$ cat src/rtl/pe_mac_pkg.sv
// pe_mac_pkg: shared types and width helpers for the pe_mac_vec processing element.
//   nibble_t / prod_t  canonical 4-bit element and its 8-bit product
//   pe_tree_w()        width of one beat's adder-tree sum
//   pe_acc_req_w()     minimum accumulator width for a full dot product
//   pe_idx_w()         width of the beat index (at least 1 bit)
package pe_mac_pkg;

  localparam int PE_NW_DEF = 4;

  typedef logic [PE_NW_DEF-1:0]   nibble_t;
  typedef logic [2*PE_NW_DEF-1:0] prod_t;

  // Bits needed to hold wcount products of two maximal nw-bit elements.
  function automatic int pe_tree_w(input int wcount, input int nw);
    longint emax;
    emax = (longint'(1) << nw) - 1;
    return $clog2(longint'(wcount) * emax * emax + 1);
  endfunction

  // Bits needed to hold beats worth of maximal tree sums without wrapping.
  function automatic int pe_acc_req_w(input int beats, input int wcount, input int nw);
    longint emax;
    emax = (longint'(1) << nw) - 1;
    return $clog2(longint'(beats) * longint'(wcount) * emax * emax + 1);
  endfunction

  function automatic int pe_idx_w(input int beats);
    return (beats > 1) ? $clog2(beats) : 1;
  endfunction

endpackage

$ cat src/rtl/pe_mac_tree.sv
// pe_mac_tree: registered WCOUNT-input adder tree (pipeline stage S1 -> S2).
// Ports:
//   clk, rst_n    clock, asynchronous active-low reset
//   clr           synchronous flush of the stage valid bit
//   en            hold enable; when low the stage keeps its contents
//   in_valid      S1 stage valid
//   in_prod       WCOUNT packed products, product i at [i*2*NW +: 2*NW]
//   out_valid     S2 stage valid
//   out_sum       registered sum of the products
module pe_mac_tree
  import pe_mac_pkg::*;
#(
  parameter int WCOUNT = 4,
  parameter int NW     = 4,
  parameter int SUM_W  = pe_tree_w(WCOUNT, NW)
) (
  input  logic                     clk,
  input  logic                     rst_n,
  input  logic                     clr,
  input  logic                     en,
  input  logic                     in_valid,
  input  logic [WCOUNT*2*NW-1:0]   in_prod,
  output logic                     out_valid,
  output logic [SUM_W-1:0]         out_sum
);

  localparam int PW = 2 * NW;

  logic [SUM_W-1:0] tree_sum;
  logic [SUM_W-1:0] sum_q, sum_d;
  logic             valid_q, valid_d;

  // Written as a flat reduction; synthesis balances it into a tree.
  always_comb begin
    tree_sum = '0;
    for (int i = 0; i < WCOUNT; i++) begin
      tree_sum = tree_sum + SUM_W'(in_prod[i*PW +: PW]);
    end
  end

  // The sum register only loads on valid beats, so idle cycles do not toggle it.
  always_comb begin
    valid_d = valid_q;
    sum_d   = sum_q;
    if (clr) begin
      valid_d = 1'b0;
    end else if (en) begin
      valid_d = in_valid;
      if (in_valid) begin
        sum_d = tree_sum;
      end
    end
  end

  always_ff @(posedge clk or negedge rst_n) begin
    if (!rst_n) begin
      valid_q <= 1'b0;
      sum_q   <= '0;
    end else begin
      valid_q <= valid_d;
      sum_q   <= sum_d;
    end
  end

  assign out_valid = valid_q;
  assign out_sum   = sum_q;

endmodule

$ cat src/rtl/pe_mac_vec.sv
// pe_mac_vec: streaming multiply-accumulate processing element.
// Each accepted beat carries WCOUNT unsigned NW-bit pairs (M, X). Products are
// registered (S1), summed by pe_mac_tree (S2) and accumulated (S3) over BEATS
// beats; the dot product then appears on a valid/ready output.
// Optional build macro: PE_MAC_SHIFT_EN -- output (acc+sum) >> (ACC_W-NW)
// instead of the full accumulator value.
// Ports:
//   clk, rst_n        clock, asynchronous active-low reset
//   clr               synchronous flush of pipeline, accumulator, index, result
//   in_valid/in_ready input beat handshake
//   M, X              packed elements, element i at [i*NW +: NW]
//   out_valid/out_ready/out_data  result handshake and value
//   beat_idx          index of the next beat to be accumulated
//   busy              any stage, the accumulator or the result holds data
//
// Handshake: a transfer happens on a rising edge where valid && ready. The
// producer keeps valid and data stable until that edge. in_ready does not
// depend on in_valid; it is low only while a result is held (out_valid &&
// !out_ready), and then every stage freezes.
module pe_mac_vec
  import pe_mac_pkg::*;
#(
  parameter int WCOUNT = 4,
  parameter int NW     = 4,
  parameter int BEATS  = 16,
  parameter int ACC_W  = 14,
  localparam int BI_W  = pe_idx_w(BEATS)
) (
  input  logic                   clk,
  input  logic                   rst_n,
  input  logic                   clr,
  input  logic                   in_valid,
  output logic                   in_ready,
  input  logic [WCOUNT*NW-1:0]   M,
  input  logic [WCOUNT*NW-1:0]   X,
  output logic                   out_valid,
  input  logic                   out_ready,
  output logic [ACC_W-1:0]       out_data,
  output logic [BI_W-1:0]        beat_idx,
  output logic                   busy
);

  localparam int PW    = 2 * NW;
  localparam int SUM_W = pe_tree_w(WCOUNT, NW);
  localparam int REQ_W = pe_acc_req_w(BEATS, WCOUNT, NW);

  if (WCOUNT < 1 || WCOUNT > 16) begin : g_wcount_check
    $error("pe_mac_vec: WCOUNT must be in 1..16");
  end
  if (BEATS < 1) begin : g_beats_check
    $error("pe_mac_vec: BEATS must be at least 1");
  end
  if (ACC_W < REQ_W) begin : g_acc_w_check
    $error("pe_mac_vec: ACC_W too narrow for BEATS*WCOUNT full-scale products");
  end

  // Global advance: everything moves unless a result is stuck at the output.
  logic adv;

  // S1: products
  logic [WCOUNT*PW-1:0] prod_q, prod_d;
  logic                 s1_valid_q, s1_valid_d;

  // S2: tree sum (inside pe_mac_tree)
  logic                 s2_valid;
  logic [SUM_W-1:0]     s2_sum;

  // S3: accumulator, beat index, result register
  logic [ACC_W-1:0]     acc_q, acc_d;
  logic [BI_W-1:0]      beat_q, beat_d;
  logic                 out_valid_q, out_valid_d;
  logic [ACC_W-1:0]     out_data_q, out_data_d;

  logic [ACC_W-1:0]     acc_sum;
  logic [ACC_W-1:0]     result;
  logic                 last_beat;

  assign adv      = !(out_valid_q && !out_ready);
  assign in_ready = adv;

  always_comb begin
    prod_d     = prod_q;
    s1_valid_d = s1_valid_q;
    if (clr) begin
      s1_valid_d = 1'b0;
    end else if (adv) begin
      s1_valid_d = in_valid;
      if (in_valid) begin
        for (int i = 0; i < WCOUNT; i++) begin
          prod_d[i*PW +: PW] = PW'(M[i*NW +: NW]) * PW'(X[i*NW +: NW]);
        end
      end
    end
  end

  always_ff @(posedge clk or negedge rst_n) begin
    if (!rst_n) begin
      s1_valid_q <= 1'b0;
      prod_q     <= '0;
    end else begin
      s1_valid_q <= s1_valid_d;
      prod_q     <= prod_d;
    end
  end

  pe_mac_tree #(
    .WCOUNT (WCOUNT),
    .NW     (NW),
    .SUM_W  (SUM_W)
  ) u_tree (
    .clk       (clk),
    .rst_n     (rst_n),
    .clr       (clr),
    .en        (adv),
    .in_valid  (s1_valid_q),
    .in_prod   (prod_q),
    .out_valid (s2_valid),
    .out_sum   (s2_sum)
  );

  assign acc_sum   = acc_q + ACC_W'(s2_sum);
  assign last_beat = (beat_q == BI_W'(BEATS - 1));

`ifdef PE_MAC_SHIFT_EN
  // Keep only the top NW bits: the heavy-hash nibble lands in out_data[NW-1:0].
  assign result = acc_sum >> (ACC_W - NW);
`else
  assign result = acc_sum;
`endif

  always_comb begin
    acc_d       = acc_q;
    beat_d      = beat_q;
    out_valid_d = out_valid_q;
    out_data_d  = out_data_q;
    if (clr) begin
      acc_d       = '0;
      beat_d      = '0;
      out_valid_d = 1'b0;
    end else if (adv) begin
      // adv implies any held result is consumed on this edge.
      out_valid_d = 1'b0;
      if (s2_valid) begin
        if (last_beat) begin
          // Restart from zero so the next product has no residue.
          out_data_d  = result;
          out_valid_d = 1'b1;
          acc_d       = '0;
          beat_d      = '0;
        end else begin
          acc_d  = acc_sum;
          beat_d = beat_q + BI_W'(1);
        end
      end
    end
  end

  always_ff @(posedge clk or negedge rst_n) begin
    if (!rst_n) begin
      acc_q       <= '0;
      beat_q      <= '0;
      out_valid_q <= 1'b0;
      out_data_q  <= '0;
    end else begin
      acc_q       <= acc_d;
      beat_q      <= beat_d;
      out_valid_q <= out_valid_d;
      out_data_q  <= out_data_d;
    end
  end

  assign out_valid = out_valid_q;
  assign out_data  = out_data_q;
  assign beat_idx  = beat_q;
  // A nonzero beat index means the accumulator holds a partial product.
  assign busy      = s1_valid_q | s2_valid | (beat_q != '0) | out_valid_q;

endmodule
$ cat config.mk
export PLATFORM = sky130hd
export DESIGN_NAME = pe_mac_vec
export DESIGN_NICKNAME = d
export VERILOG_FILES = /design/src/rtl/pe_mac_pkg.sv /design/src/rtl/pe_mac_tree.sv /design/src/rtl/pe_mac_vec.sv
export SDC_FILE = /design/constraint.sdc
export NUM_CORES = 1
export LEC_CHECK = 0
export ABC_AREA = 1
export BUFFER_PORTS_ARGS = -buffer_cell sky130_fd_sc_hd__buf_2
export CELL_PAD_IN_SITES_DETAIL_PLACEMENT = 2
export CELL_PAD_IN_SITES_GLOBAL_PLACEMENT = 2
export CORE_ASPECT_RATIO = 2
export CORE_MARGIN = 2
export CORE_UTILIZATION = 38
export DETAILED_ROUTE_END_ITERATION = 6
export PLACE_DENSITY = 0.85
export SLEW_MARGIN = 30
export SYNTH_ARGS = -nofsm -noshare
export SYNTH_HDL_FRONTEND = slang
export SYNTH_SLANG_ARGS = --single-unit
$ cat constraint.sdc
create_clock -name clk -period 5.5 [get_ports clk]
set_clock_uncertainty 0.1 [all_clocks]
set_input_delay 0.275 -clock clk [delete_from_list [all_inputs] [get_ports clk]]
set_output_delay 0.275 -clock clk [all_outputs]
set_load 0.02 [all_outputs]
; ---- Word level (Yosys, flattened, before mapping)
; Cells that the tools add are included.
[op_classes]
n_div = 0
magnitude_cmp = 0
eq_ne = 2
bitwise = 5
reduce_logical = 9
add_sub_neg = 5
mul = 4
muxes = 16
shift = 0
[ops]
columns = cell, count
row1 = $mux 14, 4
row2 = $mul 4x4->8, 4
row3 = $add 10x8->10, 2
row4 = $mux 4, 4
row5 = $add 14x10->14, 1
row6 = $add 8x8->9, 1
row7 = $mux 1, 8
row8 = $reduce_and 3->1, 2
row9 = $add 4x1->4 const B, 1
row10 = $eq 4x4->1 const B, 1
row11 = $reduce_and 4->1, 1
row12 = $reduce_bool 4->1, 1
row13 = $or 1x1->1, 3
row14 = $logic_not 1->1, 2
row15 = $ne 2x2->1 const B, 1
row16 = $not 1->1, 2
row17 = $reduce_and 2->1, 1
row18 = $reduce_bool 2->1, 1
row19 = $logic_and 1x1->1, 1
[totals]
latch_bits = 0
out_inout_bits = 21
input_bits = 37
n_memories = 0
ramBits = 0
wordCells = 49
regBits = 77
rom_bits = 0

; ---- Logic depth before layout (Yosys ltp)
; Gate-level depths: netlist of run 1.
[depth]
depth_word = 5
mapped_depth = 20
ltp_nobuf = 20

; ---- Hierarchy
; A second synthesis of run 1 with hierarchy kept.
[hier_totals]
cells_unflattened = 820
hier_area_um2 = 6309.8
[modules_own_cells]
columns = mod, cells_each, seq_area_each_um2, area_per_inst_um2, instances
row1 = pe_mac_vec, 665, 1651.6, 5069.9, 1
row2 = pe_mac_tree, 155, 275.3, 1239.9, 1

; ---- Worst setup path before layout of run 1
; OpenSTA, ideal clock, no wires.
[synth_timing]
path_kind = reg-to-reg
start = reg prod_q[0]
end = reg u_tree.sum_q[8] (netlist: u_tree.out_sum[8])
path_buffers = 0
t_arrival_ps = 2837
setup_time_ps = 117
slack_ps = 2446
synth_period_minus_slack_ps = 3054
required_ps = 5283
stages_incl_launch_ff = 19
path_cell_list = dfrtp_1 ha_1 inv_1 fa_1 o21ai_0 nand2_1 nand2_1 nand2_1 nand3b_1 nand2_1 fa_1 inv_1 ha_1 nand2_1 inv_1 a21oi_1 nand3b_1 nand3_1 nand2_1
[synth_via]
elab_chain_cells = 3
[synth_rtl]
columns = element, line
row1 = start: declaration, pe_mac_vec.sv:61  ; logic [WCOUNT*PW-1:0] prod_q, prod_d;
row2 = start signal: assignment, pe_mac_vec.sv:102  ; prod_q <= prod_d;
row3 = $add 8x8->9, pe_mac_tree.sv:37  ; tree_sum = tree_sum + SUM_W'(in_prod[i*PW +: PW]);
row4 = $add 10x8->10 (2 in a row), pe_mac_tree.sv:37
row5 = end signal: assignment, pe_mac_tree.sv:61  ; sum_q <= sum_d;
row6 = end: declaration, pe_mac_tree.sv:30  ; logic [SUM_W-1:0] sum_q, sum_d;
; No other way between the ends.
; A chain may end at the register's enable or synchronous reset.

; ---- Final worst setup path of run 1
[layout_timing]
start = reg prod_q[8]
end = reg u_tree.sum_q[7] (netlist: u_tree.out_sum[7])
; Same word-level chain as after synthesis.

==> results of run 1 <==
-- power by group through the flow --
stage | Combinational, W | Sequential, W | Clock (W)
floorplan | 0.000834 | 0.000696 | 0
global placement | 0.00108 | 0.000711 | 0
detailed placement | 0.00120 | 0.000720 | 0
CTS | 0.00123 | 0.000714 | 0.000638
global route | 0.00137 | 0.000720 | 0.000662
finish | 0.00121 | 0.000713 | 0.000627
-- cell usage after synthesis (2+ instances only) --
library cell	number
o21bai_1	2
o21ai_2	5
xor2_1	11
fa_1	27
xnor2_1	16
nor2_1	16
a31oi_1	3
nand2_1	278
ha_1	76
nand2_2	4
o21ai_0	42
a21oi_1	22
buf_6	2
buf_4	4
buf_2	4
nand4_1	13
nor3_1	2
or2_2	4
dfrtp_1	77
o21ai_1	3
nand3_1	51
inv_1	151
nand3b_1	4
-- registers in the layout, summed over array words and instances (netlist names) --
register	flops
out_valid	1
beat_idx	4
acc_q	14
u_tree.out_valid	1
out_data	14
s1_valid_q	1
u_tree.out_sum	10
prod_q	32
-- per-stage QoR --
| step | hold slack (ns) | power (W) | setup slack (ns) |
|---|---|---|---|
| 2_1_floorplan | -0.121 | 0.00153 | 2.45 |
| 3_3_place_gp | 0.352 | 0.00179 | 2.21 |
| 3_5_place_dp | 0.269 | 0.00192 | 1.92 |
| 4_1_cts | 0.109 | 0.00258 | 1.83 |
| 5_1_grt | 0.122 | 0.00275 | 1.59 |
| 6_report | 0.108 | 0.00255 | 1.84 |
-- worst max-delay path, cell delays in order (launching register included) --
cell	delay, ns
dfrtp_1	0.37
ha_1	0.18
inv_1	0.08
fa_1	0.44
o21ai_0	0.44
nand2_1	0.12
nand2_1	0.08
nand2_1	0.07
nand3b_1	0.09
nand2_1	0.07
fa_1	0.48
inv_1	0.04
ha_1	0.35
nand2_1	0.13
nand2_1	0.10
a21oi_1	0.16
xor2_1	0.17
nand2_1	0.07
nand2_1	0.07
-- final cells by class --
type                       instances  area [sq um]
clock buffer                       9           225
fill                            1944          9140
timing repair buffer              59           309
inverter                         154           582
multi-input combinational        588          3760
clock inverter                     7          78.8
tap                              204           255
sequential                        77          1930
-- metal layers --
layer	vias to the layer above	part of all wire	track usage	wire, um
li1	2720	-	-	-
met4	0	0.068	0.166	1410
met2	107	0.61	0.504	12600
met1	2885	0.30	0.205	6260
met3	68	0.019	0.0311	387
met5	-	0	0	0
-- kinds of logic (layout without fill, tap and decap cells) --
kind of cell,Yosys count,in the layout,share of synthesized area
adder cells (fa/ha/maj),103,103,0.235
AND/OR/NAND/NOR,375,375,0.248
flip-flops,77,77,0.304
XOR/XNOR,27,27,0.0373
AO/OA/AOI/OAI,83,83,0.0725
buffers and inverters,164,229,0.103
-- repair_timing --
action / in CTS / in global routing
setup buffers: 0 / 0
hold buffers: 1 / 0
endpoints found under the hold margin: 77 / 0
-- path summary, 6_finish.rpt --
kind / startpoint / endpoint / slack (ns) / depth (start not counted)
min in group asynchronous: rst_n / out_data[8]$_DFFE_PN0P_ / 0.39 / 2
worst min-delay path: clr / beat_idx[2]$_DFFE_PN0P_ / 0.11 / 2
worst max register to register: prod_q[8]$_DFFE_PN0P_ / u_tree.out_sum[7]$_DFFE_PN0P_ / 1.84 / 18
worst max-delay path: prod_q[8]$_DFFE_PN0P_ / u_tree.out_sum[7]$_DFFE_PN0P_ / 1.84 / 18
worst min register to register: out_data[13]$_DFFE_PN0P_ / out_data[13]$_DFFE_PN0P_ / 0.38 / 2
max in group asynchronous: rst_n / beat_idx[1]$_DFFE_PN0P_ / 4.33 / 2
==> flow_summary.ini, run 1 <==
[status]
status = complete, no violations

[finish]
syn2layout_area_growth_pct = 12.6
stdcell_count = 1098
layout_common_cells = 278 x nand2_1, 151 x inv_1, 77 x dfrtp_1, 76 x ha_1, 56 x buf_2
drive_gt1_frac = 0.104
final_area_sq_mm = 0.00713
num-nets-final = 1029
antennaDiodeCount = 0
final_common_cell = nand2_1
fin_util = 0.438

[synth]
synth_top_cells_by_area = dfrtp_1 30%, nand2_1 16%, ha_1 15%
syn_avg_cell_area_sq_um = 7.64
synth-main-ff-cell = dfrtp_1
synth_fp_nets = 969
ys_async_sr_fraction = 1.00
synth-edff-count = 0
ys_seq_area_frac = 0.304
synth_cells = 829
yosysTopAreaCell = dfrtp_1
ys_seq_elements = 77
syn_area_sq_mm = 0.00634
synth_top_area_frac = 0.304
synth_warnings = 0
yosysUniqueCellTypes = 35

[worst_setup_path]
start_kind = flip-flop
arrival_ns = 3.85
cp.required_ns = 5.69
cp-end-kind = flip-flop
critPathMaxFanout = 5
criticalPathCategory = reg -> reg

[sta]
period_needed_ns = 3.66
maxSlewViolCount = 0
grt_setup_unrepaired = no
final.setup.tns_ns = 0
slew_headroom = 0.486
fmax_ghz = 0.273
hold_viol = 0
setup_viol = 0
fin_crit_sh = 0.666
tightest_slew_ns = 0.771

[power_and_ir_drop]
sw_frac_of_total = 0.437
peakVddDrop_mv = 0.137
p_sw_w = 0.00112
seqPwrFrac = 0.279
power_frac_clock = 0.246
cellPowerDensity_mw_per_mm2 = 358
share_comb_of_total_power = 0.475
leakagePower_nw = 4.26
intPower_w = 0.00144

[detailed_routing]
drt_wl_total_mm = 20.6
vias = 5780
wl_per_cell_um = 18.8
drt_pass1_iterations = 4
first_iter_violations = 105
drc_errors = 0
viasPerCell = 5.26
drtAntennaViolNets = 0

[floorplanning]
fp.dieH_um = 187
die_w_um = 95.3
dieArea_sq_mm = 0.0178
start_util = 0.390
io_pins = 58
core_area_sq_mm = 0.0163
rows = 66

[global_routing]
antenna_found_initial = 0
grt_pass1_wl_mm = 33.9
grt_overflow_total = 0
grt_max_degree = 78
grtUsageTotal = 0.249
grt_pass1_vias = 6743

[clock_network]
h-tree-depth = 3
numCtsBuffers = 9
tritoncts = built
cts.sinks = 77
clock_latency_ns = 0.36
cts.path.max_buffers = 2
cts_resized = 0
clock-root-buffer = clkbuf_16
path_clk_slew_ns = 0.07

[place]
place_inst = 1081
routabilityCongestion = 0.837
place_hpwl_mm = 16.6
port_buffers = 57
placed_cell_area_sq_mm = 0.00682

[worst_hold_path]
hp-class = in -> reg

[job]
maxCapViolations = 0
Power figures use the tool's default switching activity.
==> run 2, diff against run 1 <==
- CORE_UTILIZATION: 38 -> 32
- PLACE_DENSITY: 0.85 -> 0.76
- clock period: 5.5 -> 3.1 ns (I/O delays scaled with it)
==> flow_summary.ini, run 2 (same netlist as run 1, synthesis figures left out) <==
[status]
status = complete, no violations

[detailed_routing]
drtAntennaViolNets = 0
drc_errors = 0
drt_pass1_iterations = 5
vias = 5634
wl_per_cell_um = 15.9
viasPerCell = 4.82
first_iter_violations = 105
drt_wl_total_mm = 18.5

[clock_network]
clock_latency_ns = 0.34
cts.sinks = 77
numCtsBuffers = 9
tritoncts = built
clock-root-buffer = clkbuf_16
path_clk_slew_ns = 0.06
cts.path.max_buffers = 2
h-tree-depth = 3

[sta]
holdWs_ns = 0.0122
tightest_slew_ns = 0.733
hold_viol = 0
fin_crit_sh = 0.991
maxSlewViolCount = 0
period_needed_ns = 3.07
grt_setup_unrepaired = yes
setup_viol = 0
finalWorstSetupSlack_ns = 0.0288
slew_headroom = 0.511
fmax_ghz = 0.326

[power_and_ir_drop]
sw_frac_of_total = 0.415
peakVddDrop_mv = 0.363
seqPwrFrac = 0.257
intPower_w = 0.00289
cellPowerDensity_mw_per_mm2 = 659
p_total_w = 0.00493
leakagePower_nw = 4.33
share_comb_of_total_power = 0.525
power_frac_clock = 0.218
p_sw_w = 0.00204

[place]
routabilityCongestion = 0.782
place_inst = 1147
post-place-ws_ns = -0.166
port_buffers = 57
place_hpwl_mm = 15.2

[worst_setup_path]
critPathBufInv = 3
reg2reg_from = prod_q[2]$_DFFE_PN0P_
cp_slowest_cell = fa_1
path_delay_family = adder cells
criticalPathCategory = reg -> reg
r2r-end = u_tree.out_sum[6]$_DFFE_PN0P_
cpPeakStageDelay_ns = 0.48
ff2ff_path_depth = 15
critPathMaxFanout = 5
r2r_slack_ns = 0.03
crit_chain = ha_4 > a21oi_1 > nand2_1 > buf_4 > xnor2_1 > fa_1 > inv_1 > ha_1 > nand2_1 > inv_1 > o21ai_0 > nand3b_1 > a21oi_1 > o21ai_1 > nand2_1
cp.required_ns = 3.28
start_kind = flip-flop
cp-end-kind = flip-flop
arrival_ns = 3.25
cpMostUsedCell = nand2_1

[finish]
largest_reg_flops = 32
syn2layout_area_growth_pct = 17.9
antennaDiodeCount = 0
drive_gt1_frac = 0.151
stdcell_count = 1169
fin_util = 0.386
layout_common_cells = 275 x nand2_1, 144 x inv_1, 77 x dfrtp_1, 68 x ha_1, 56 x buf_2
num-nets-final = 1045
top_register = prod_q
final_common_cell = nand2_1

[global_routing]
antenna_found_initial = 0
grt_pass1_vias = 6364
grt_pass1_wl_mm = 30.9
grt_overflow_total = 0
grt_max_degree = 78
grtUsageTotal = 0.185

[floorplanning]
die_w_um = 104
dieArea_sq_mm = 0.0210
io_pins = 58
start_util = 0.327
rows = 72
fp.dieH_um = 203
core_area_sq_mm = 0.0194

[worst_hold_path]
holdPathEnd = prod_q[24]$_DFFE_PN0P_
worstHoldStart = M[12]
whs_path_depth = 3
hp-class = in -> reg

[job]
maxCapViolations = 0
run 2: cell count changes in the layout (fill, tap and decap cells not counted), sizes merged:
| cell | before | now |
|---|---|---|
| clkinvlp | 0 | 2 |
| inv | 157 | 155 |
| buf | 58 | 73 |
| clkbuf | 9 | 10 |
| clkinv | 3 | 2 |
| dlygate4sd3 | 1 | 2 |
run 2: stage by stage:
stage | area, sq um | TNS (ns)
4_1_cts | 7310 | 0
3_3_place_gp | 6970 | -0.0432
2_1_floorplan | 6340 | 0
5_1_grt | 7470 | -0.479
3_5_place_dp | 6970 | -0.423
6_report | 7470 | 0
run 2: area by class of cell:
| class | count | area, sq um |
|---|---|---|
| Fill cell | 2295 | 11900 |
| Multi-Input combinational cell | 588 | 3910 |
| Sequential cell | 77 | 1930 |
| Inverter | 154 | 582 |
| Timing Repair Buffer | 75 | 435 |
| Tap cell | 259 | 324 |
| Clock buffer | 10 | 229 |
| Clock inverter | 6 | 71.3 |
run 2: how the worst max path moves through the flow:
stage / cells after the start / start / to
floorplan: 18 / prod_q[0]$_DFFE_PN0P_ / u_tree.out_sum[8]$_DFFE_PN0P_
global placement: 18 / prod_q[0]$_DFFE_PN0P_ / u_tree.out_sum[8]$_DFFE_PN0P_
detailed placement: 18 / prod_q[0]$_DFFE_PN0P_ / u_tree.out_sum[8]$_DFFE_PN0P_
CTS: 16 / prod_q[2]$_DFFE_PN0P_ / u_tree.out_sum[8]$_DFFE_PN0P_
global route: 15 / prod_q[2]$_DFFE_PN0P_ / u_tree.out_sum[6]$_DFFE_PN0P_
finish: 15 / prod_q[2]$_DFFE_PN0P_ / u_tree.out_sum[6]$_DFFE_PN0P_
run 2: worst min-delay path, cell delays in order:
cell     delay [ns]
buf_2          0.12
nand2_1        0.05
o21ai_0        0.08
run 2: what timing repair did:
| item | 4_1_cts | 5_1_grt |
|---|---|---|
| pin swaps | 1 | 14 |
| setup endpoints to repair | 5 | 6 |
| buffers inserted | 0 | 4 |
| endpoints found under the hold margin | 78 | 0 |
| resized for setup | 7 | 27 |
| hold buffers | 2 | 0 |
run 2: layer usage:
metal	GRT usage	part of all wire	vias up
met1	0.161	0.31	2807
li1	-	-	2750
met3	0.0180	0.013	22
met5	0	0	-
met2	0.415	0.65	55
met4	0.0608	0.024	0
run 2: power groups by stage:
stage / clock [W] / combinational [W] / sequential [W]
6_report: 0.00107 / 0.00259 / 0.00127
5_1_grt: 0.00115 / 0.00293 / 0.00129
4_1_cts: 0.00111 / 0.00230 / 0.00126
3_5_place_dp: 0 / 0.00224 / 0.00127
3_3_place_gp: 0 / 0.00214 / 0.00127
2_1_floorplan: 0 / 0.00148 / 0.00123
==> run 3, diff against run 2 <==
- CORE_UTILIZATION: 32 -> 36
- PLACE_DENSITY: 0.76 -> 0.81
- clock period: 3.1 -> 3.4 ns (I/O delays scaled with it)
==> flow_summary.ini, run 3 (same netlist as run 1, synthesis figures left out) <==
[global_routing]
grt_pass1_vias = 6797
antenna_found_initial = 0
grt_overflow_total = 0
grtUsageTotal = 0.225
grt_pass1_wl_mm = 33.2
grt_max_degree = 78

[clock_network]
numCtsBuffers = 9
cts.path.max_buffers = 2
clock-root-buffer = clkbuf_16
clock_latency_ns = 0.34
h-tree-depth = 3
cts.sinks = 77
tritoncts = built
cts_setup_buffers = 0
path_clk_slew_ns = 0.06

[worst_setup_path]
criticalPathCategory = reg -> reg
cp.required_ns = 3.57
critPathMaxFanout = 3
cp-end-kind = flip-flop
start_kind = flip-flop
arrival_ns = 3.59

[power_and_ir_drop]
peakVddDrop_mv = 0.262
p_total_w = 0.00451
p_sw_w = 0.00198
leakagePower_nw = 4.28
seqPwrFrac = 0.257
intPower_w = 0.00253
cellPowerDensity_mw_per_mm2 = 622
sw_frac_of_total = 0.438
power_frac_clock = 0.239
share_comb_of_total_power = 0.504

[status]
status = finished, violations left
violations = negative setup slack

[sta]
maxSlewViolCount = 0
setup_viol = 1
final.setup.tns_ns = -0.0130
period_needed_ns = 3.41
fin_crit_sh = 1.00
tightest_slew_ns = 0.725
hold_viol = 0
slew_headroom = 0.517
finalWorstSetupSlack_ns = -0.0130
fmax_ghz = 0.293

[finish]
syn2layout_area_growth_pct = 14.4
antennaDiodeCount = 0
fill_cells = 2023
layout_common_cells = 278 x nand2_1, 150 x inv_1, 77 x dfrtp_1, 72 x ha_1, 56 x buf_2
drive_gt1_frac = 0.117
final_common_cell = nand2_1
final_area_sq_mm = 0.00725
stdcell_count = 1106
largest_reg_flops = 32
top_register = prod_q
fin_util = 0.420
num-nets-final = 1031

[detailed_routing]
drt_wl_total_mm = 21.0
first_iter_violations = 123
drt_pass1_iterations = 4
viasPerCell = 5.19
wl_per_cell_um = 19.0
vias = 5739
drtAntennaViolNets = 0
drc_errors = 0

[worst_hold_path]
hp-class = in -> reg

[place]
place_hpwl_mm = 16.4
placed_cell_area_sq_mm = 0.00683
port_buffers = 57
routabilityCongestion = 0.862
place_inst = 1088

[floorplanning]
dieArea_sq_mm = 0.0187
die_w_um = 97.8
io_pins = 58
core_area_sq_mm = 0.0173
fp.dieH_um = 192
rows = 68
start_util = 0.367

[job]
maxCapViolations = 0
## run 3: final cells by class
| class | instances | area [sq um] | area share |
|---|---|---|---|
| Clock inverter | 7 | 105 | 0.0145 |
| Multi-Input combinational cell | 588 | 3820 | 0.527 |
| Clock buffer | 9 | 225 | 0.0311 |
| Tap cell | 210 | 263 | 0.0362 |
| Sequential cell | 77 | 1930 | 0.266 |
| Timing Repair Buffer | 61 | 327 | 0.0450 |
| Inverter | 154 | 582 | 0.0802 |
## run 3: path summary, 6_finish.rpt
kind | cells after the start | slack (ns) | from | endpoint
worst max register to register | 13 | -0.01 | prod_q[0]$_DFFE_PN0P_ | u_tree.out_sum[7]$_DFFE_PN0P_
worst min-delay path | 3 | 0.04 | M[12] | prod_q[24]$_DFFE_PN0P_
worst max-delay path | 13 | -0.01 | prod_q[0]$_DFFE_PN0P_ | u_tree.out_sum[7]$_DFFE_PN0P_
worst min register to register | 2 | 0.37 | out_data[2]$_DFFE_PN0P_ | out_data[2]$_DFFE_PN0P_
min in group asynchronous | 2 | 0.33 | rst_n | u_tree.out_sum[8]$_DFFE_PN0P_
max in group asynchronous | 2 | 2.36 | rst_n | prod_q[3]$_DFFE_PN0P_
## run 3: power by group through the flow
stage | combinational [W] | sequential [W] | clock, W
2_1_floorplan | 0.00135 | 0.00113 | 0
3_3_place_gp | 0.00176 | 0.00115 | 0
3_5_place_dp | 0.00197 | 0.00116 | 0
4_1_cts | 0.00208 | 0.00115 | 0.00110
5_1_grt | 0.00252 | 0.00117 | 0.00113
6_report | 0.00228 | 0.00116 | 0.00108
## run 3: metrics by stage
step | hold slack, ns | setup slack (ns)
3_5_place_dp | 0.156 | 0.0639
3_3_place_gp | 0.302 | 0.231
5_1_grt | 0.0480 | -0.0950
4_1_cts | 0.0361 | 0.0129
2_1_floorplan | -0.226 | 0.346
6_report | 0.0429 | -0.0130
## run 3: worst max-delay path: stages, from the launching register on
cell	delay (ns)
dfrtp_1	0.39
ha_1	0.24
inv_1	0.11
fa_2	0.47
fa_1	0.53
inv_1	0.06
ha_1	0.24
fa_1	0.43
nand3_1	0.16
nand3_2	0.17
a21oi_2	0.17
xor2_1	0.15
nand2_1	0.07
nand2_1	0.06
## run 3: metal layers
metal	wire [um]	global-route usage
met3	260	0.0171
met5	0	0
met4	877	0.106
met2	13500	0.503
met1	6330	0.184
## run 3: timing repair
action / in CTS / in global routing
gates resized for setup: 2 / 11
setup endpoints to repair: 3 / 3
hold buffers: 2 / 0
pin swaps: 0 / 1
hold endpoints to repair: 78 / 0
